[src/rtl/cpu_req_queue.sv]
// cpu_req_queue: in-order request buffer in front of the cache CPU port.
// Requests are queued in a small FIFO and sent to the cache one at a time.
// Each request gets exactly one response: read data, a write acknowledgement,
// or an error (reserved op, or the cache hung past the watchdog limit).
module cpu_req_queue #(
    parameter int WIDTH_A = 32,
    parameter int WIDTH_D = 32,
    parameter int DEPTH   = 4,
    parameter int TIMEOUT = 1024
) (
    input  logic                     clk,
    input  logic                     rst_n,
    // core request channel
    input  logic                     req_valid,
    output logic                     req_ready,
    input  logic [1:0]               req_op,
    input  logic [WIDTH_A-1:0]       req_addr,
    input  logic [WIDTH_D-1:0]       req_wdata,
    // core response channel
    output logic                     rsp_valid,
    input  logic                     rsp_ready,
    output logic [1:0]               rsp_op,
    output logic [WIDTH_D-1:0]       rsp_rdata,
    output logic                     rsp_err,
    // cache CPU port
    output logic [1:0]               cpu_request,
    output logic [WIDTH_A-1:0]       cpu_addr,
    output logic [WIDTH_D-1:0]       cpu_wdata,
    input  logic [WIDTH_D-1:0]       cpu_rdata,
    input  logic                     cache_ready,
    input  logic                     cache_complete,
    // status
    output logic [$clog2(DEPTH):0]   fifo_count,
    output logic                     busy
);

    localparam int PW = $clog2(DEPTH);
    localparam int CW = PW + 1;
    localparam int WW = $clog2(TIMEOUT);

    localparam logic [1:0] OP_RD = 2'b01;
    localparam logic [1:0] OP_WR = 2'b10;

    typedef enum logic [1:0] {S_IDLE, S_ISSUE, S_WAIT, S_RESP} state_t;

    // FIFO storage and bookkeeping
    logic [1:0]         r_fop   [DEPTH];
    logic [WIDTH_A-1:0] r_faddr [DEPTH];
    logic [WIDTH_D-1:0] r_fwdata[DEPTH];
    logic [PW-1:0]      r_wptr;
    logic [PW-1:0]      r_rptr;
    logic [CW-1:0]      r_count;

    // transaction in flight
    state_t             r_state;
    logic [1:0]         r_op;
    logic [WIDTH_A-1:0] r_addr;
    logic [WIDTH_D-1:0] r_wdata;
    logic [WIDTH_D-1:0] r_rdata;
    logic               r_err;
    logic [1:0]         r_cpu_req;
    logic               r_rsp_valid;
    logic [WW-1:0]      r_wdog;

    logic               w_push;
    logic               w_pop;
    logic [1:0]         w_head_op;

    // Ready comes only from the registered count: a full FIFO refuses a push
    // even if the head is being popped in the same cycle.
    assign req_ready  = (r_count < CW'(DEPTH));
    assign w_push     = req_valid && req_ready;
    assign w_pop      = (r_state == S_IDLE) && (r_count != '0);
    assign w_head_op  = r_fop[r_rptr];

    assign fifo_count  = r_count;
    assign busy        = (r_state != S_IDLE) || (r_count != '0);
    assign cpu_request = r_cpu_req;
    assign cpu_addr    = r_addr;
    assign cpu_wdata   = r_wdata;
    assign rsp_valid   = r_rsp_valid;
    assign rsp_op      = r_op;
    assign rsp_rdata   = r_rdata;
    assign rsp_err     = r_err;

    // FIFO payload storage; contents are don't-care until pushed
    always_ff @(posedge clk) begin
        if (w_push) begin
            r_fop[r_wptr]    <= req_op;
            r_faddr[r_wptr]  <= req_addr;
            r_fwdata[r_wptr] <= req_wdata;
        end
    end

    // FIFO pointers and occupancy; pointers wrap naturally (DEPTH is 2^n)
    always_ff @(posedge clk) begin
        if (!rst_n) begin
            r_wptr  <= '0;
            r_rptr  <= '0;
            r_count <= '0;
        end else begin
            if (w_push) r_wptr <= r_wptr + 1'b1;
            if (w_pop)  r_rptr <= r_rptr + 1'b1;
            case ({w_push, w_pop})
                2'b10:   r_count <= r_count + 1'b1;
                2'b01:   r_count <= r_count - 1'b1;
                default: ;
            endcase
        end
    end

    // Issue FSM: pop, send to cache, wait with watchdog, hold response
    always_ff @(posedge clk) begin
        if (!rst_n) begin
            r_state     <= S_IDLE;
            r_op        <= '0;
            r_addr      <= '0;
            r_wdata     <= '0;
            r_rdata     <= '0;
            r_err       <= 1'b0;
            r_cpu_req   <= '0;
            r_rsp_valid <= 1'b0;
            r_wdog      <= '0;
        end else begin
            case (r_state)
                S_IDLE: begin
                    if (w_pop) begin
                        r_op    <= w_head_op;
                        r_addr  <= r_faddr[r_rptr];
                        r_wdata <= r_fwdata[r_rptr];
                        r_rdata <= '0;
                        if (w_head_op == OP_RD || w_head_op == OP_WR) begin
                            r_err     <= 1'b0;
                            r_cpu_req <= w_head_op;
                            r_state   <= S_ISSUE;
                        end else begin
                            // reserved op never reaches the cache
                            r_err       <= 1'b1;
                            r_rsp_valid <= 1'b1;
                            r_state     <= S_RESP;
                        end
                    end
                end
                S_ISSUE: begin
                    if (cache_ready) begin
                        r_cpu_req <= '0;
                        r_wdog    <= '0;
                        r_state   <= S_WAIT;
                    end
                end
                S_WAIT: begin
                    // completion beats a timeout landing in the same cycle
                    if (cache_complete) begin
                        r_rdata     <= (r_op == OP_RD) ? cpu_rdata : '0;
                        r_err       <= 1'b0;
                        r_rsp_valid <= 1'b1;
                        r_state     <= S_RESP;
                    end else if (r_wdog == WW'(TIMEOUT - 1)) begin
                        r_rdata     <= '0;
                        r_err       <= 1'b1;
                        r_rsp_valid <= 1'b1;
                        r_state     <= S_RESP;
                    end else begin
                        r_wdog <= r_wdog + 1'b1;
                    end
                end
                S_RESP: begin
                    if (rsp_ready) begin
                        r_rsp_valid <= 1'b0;
                        r_state     <= S_IDLE;
                    end
                end
                default: r_state <= S_IDLE;
            endcase
        end
    end

endmodule
[config.mk]
export PLATFORM = sky130hd
export DESIGN_NAME = cpu_req_queue
export DESIGN_NICKNAME = d
export VERILOG_FILES = /design/src/rtl/cpu_req_queue.sv
export SDC_FILE = /design/constraint.sdc
export NUM_CORES = 1
export LEC_CHECK = 0
export CORE_MARGIN = 8
export CORE_UTILIZATION = 40
export DETAILED_ROUTE_END_ITERATION = 10
export GPL_TIMING_DRIVEN = 0
export PLACE_DENSITY_LB_ADDON = 0.05
export SLEW_MARGIN = 10
export SYNTH_ARGS = -nofsm -noshare
export SYNTH_HDL_FRONTEND = slang
export SYNTH_SLANG_ARGS = --single-unit
[constraint.sdc]
create_clock -name clk -period 2.7 [get_ports clk]
set_clock_uncertainty 0.1 [all_clocks]
set_input_delay 0.27 -clock clk [delete_from_list [all_inputs] [get_ports clk]]
set_output_delay 0.27 -clock clk [all_outputs]
set_load 0.05 [all_outputs]
==> reports/results.tsv <==
metric	value	unit
outcome	finished, final reports clean	
period utilization	92.1	%
CP Data Required Time	3.04	ns
Final Setup Violations	0	
cell accounting for the most synthesized area	edfxtp_1	
Flop pwr share	38.6	%
Worst slew margin	42.0	%
Root Driver	clkbuf_16	
Final min period	2.49	ns
port bufs	210	
Clk pwr share	28.0	%
I/O pins	211	
vias in the first global route	9187	
max-slew violations	0	
max_cap viols	0	
crit path cell chain	inv_1 -> ha_4 -> o31ai_4 -> inv_4 -> clkbuf_8 -> ha_1 -> inv_1 -> fa_1 -> xor2_1 -> or3_1 -> a21oi_1	
nature of the critical path startpoint	register	
TritonRoute pass-1 iters	4	
first-pass GRT wire length	54300	um
htree depth	2	
Sw Ratio	34.6	%
Worst R2R Setup Slack	0.21	ns
CTS tree	yes	
Worst Hold Class	input port to register	
most used flip-flop cell after synthesis	edfxtp_1	
drt total wl	35600	um
CP arrival	2.82	ns
Worst path slowest cell	fa_1	
width of the die	207	um
Crit Path Max Fanout	10	
DRC	0	
syn nets	1067	
asr flop ratio synth	0	%
ANT nets after route	0	
Seq cells post-synth	387	
post-layout util	51.9	%
Clock Latency Late Sink	0.52	ns
post-route insts no fill	1712	
largest net degree at the start of global routing	43	
Row Count	70	
fmax	402	MHz
DR WL/cell	20.8	um
VDD IR max	547	uV
Vias/cell	5.12	
most common cell in the netlist	edfxtp_1	
area fraction of the dominant cell type after synthesis	54.5	%
FF-to-FF Start	r_state[1]	
Synth cell types	57	
Synth top cells by count	edfxtp_1 (264), nand2_1 (146), dfxtp_1 (123)	
CP startpoint	r_state[1]	
crit path kind	register to register	
number of flops mapped to enable cells by yosys	264	
hold_ws	0.231	ns
Clk pin slew, worst setup/hold paths	0.06	ns
P&R area growth vs syn	29.2	%
starting density of the core	40.2	%
final count of hold timing violations	0	
Place WS	-0.592	ns
1st-iter DRT viols	390	
GRT overflow	0	
antenna violations before repair	5	
GP Congestion	0.788	
TritonCTS Sinks	387	
synthesized cell area	14500	um^2
RSZ-0062 raised after global routing	false	
synth top area cells	edfxtp_1 (55%), dfxtp_1 (17%), mux4_2 (10%)	
Crit path top cell by count	inv_1	
height of the die	207	um
Mean Syn Cell Area	15.3	um^2
R2R depth	11	
sw power	7.11	mW
CTS Buf Count	41	
worst setup margin	0.214	ns
internal power	13.4	mW
via count	8773	
Pleak	6.09	nW
sequential share of the synthesized area	71.4	%
fillers	3134	
Comb pwr share	33.4	%
Setup crit end	fifo_count[2]	
synth warn	0	
Worst R2R End	fifo_count[2]	
worst slew pin tran	0.869	ns
Die Area	42700	um^2
total chip power	20.5	mW
critical path endpoint category	register	
area of the multi-input gates	3830	um^2
Post-Syn Instances	951	
Total GRT Usage	16.5	%
DP HPWL	23700	um
pwr dens	1090	nW/um^2
deepest clock path buffer count	3	
Sequential Area	10400	um^2
Worst path max stage delay	0.37	ns
final layout net count	1326	
core box area	36200	um^2
layout cells sized above 1	14.1	%
Cells after DPL	1633	
[how the worst min path moves through the flow]
stage	start	endpoint	slack, ns	depth (start not counted)
floorplan	req_addr[0]	r_faddr[0][0]	0.27	0
global placement	cpu_wdata[25]	cpu_wdata[25]	0.34	2
detailed placement	cpu_addr[5]	cpu_addr[5]	0.35	2
CTS	cpu_rdata[18]	rsp_rdata[18]	0.20	3
global route	cpu_rdata[3]	rsp_rdata[3]	0.23	3
finish	cpu_rdata[10]	rsp_rdata[10]	0.23	3
[logic make-up (layout without fill, tap and decap cells)]
kind of cell / Yosys count / count (layout) / synth area share (%)
buffers and inverters: 79 / 370 / 2.45
and+or+nand+nor: 220 / 220 / 7.05
muxes: 72 / 72 / 10.7
AOI/OAI and AO/OA: 175 / 175 / 6.80
xor gates and xnor gates: 6 / 6 / 0.490
adders and majority gates: 12 / 12 / 1.08
DFF: 387 / 387 / 71.4
other: 0 / 2 / 0
[cell type report]
| type | instances | area share [%] |
|---|---|---|
| timing repair buffer | 216 | 11.8 |
| multi-input combinational | 485 | 20.4 |
| tap | 468 | 3.12 |
| sequential | 387 | 55.3 |
| buffer | 60 | 1.57 |
| clock buffer | 59 | 6.15 |
| antenna | 2 | 0.0266 |
| inverter | 19 | 0.393 |
| clock inverter | 16 | 1.26 |
[routing by layer]
metal | global-route usage, % | part of all wire, % | vias up
met5 | 0 | 0.096 | -
met4 | 3.91 | 1.6 | 6
met3 | 4.06 | 6.9 | 49
met2 | 27.3 | 47 | 230
met1 | 21.6 | 44 | 4361
li1 | - | - | 4127
[cell usage in the layout (no fill, tap or decap), drive strengths merged, types with 13 or more instances in the layout]
cell type | Yosys | final
clkbuf | 33 | 92
edfxtp | 264 | 264
nor2 | 13 | 13
dfxtp | 123 | 123
o21ai | 40 | 40
nand2 | 146 | 146
a21oi | 111 | 111
clkdlybuf4s50 | 0 | 209
inv | 17 | 18
mux4 | 66 | 66
buf | 27 | 33
nand4 | 34 | 34
[critical path: cells and delay by family, from the launching register on]
kind                     cells  cell delay [ns]
AO/OA/AOI/OAI                2             0.27
XOR/XNOR                     1             0.16
adder cells (fa/ha/maj)      3             0.75
buffers and inverters        4             0.49
flip-flops                   1             0.34
AND/OR/NAND/NOR              1             0.30
[power by group through the flow]
stage               sequential, mW  clock [mW]  combinational [mW]
floorplan                     9.52           0                2.92
global placement              8.06           0                6.82
detailed placement            8.05           0                6.89
CTS                           7.93        5.92                6.96
global route                  8.04        6.13                7.39
finish                        7.92        5.75                6.85
[what timing repair did]
action                     CTS  global route
gates resized for setup      7             3
setup buffers                1             1
hold buffers                 0             0
setup endpoints to repair    4             2
hold endpoints to repair     0             0
[through the flow]
step	instance area [um^2]	TNS (ns)
3_5_place_dp	17300	-1.16
2_1_floorplan	14500	0
3_3_place_gp	17200	-181.56
4_1_cts	18800	0
6_report	18800	0
5_1_grt	18800	0
[sequential cells by signal, indices dropped and copies added (netlist names), named ones only]
register     count
fifo_count       3
r_faddr        128
r_fop            8
cpu_wdata       32
rsp_rdata       32
r_state          2
cpu_request      2
rsp_valid        1
cpu_addr        32
rsp_err          1
r_rptr           2
r_wptr           2
rsp_op           2
r_wdog          10
r_fwdata       128
Power figures use the tool's default switching activity.
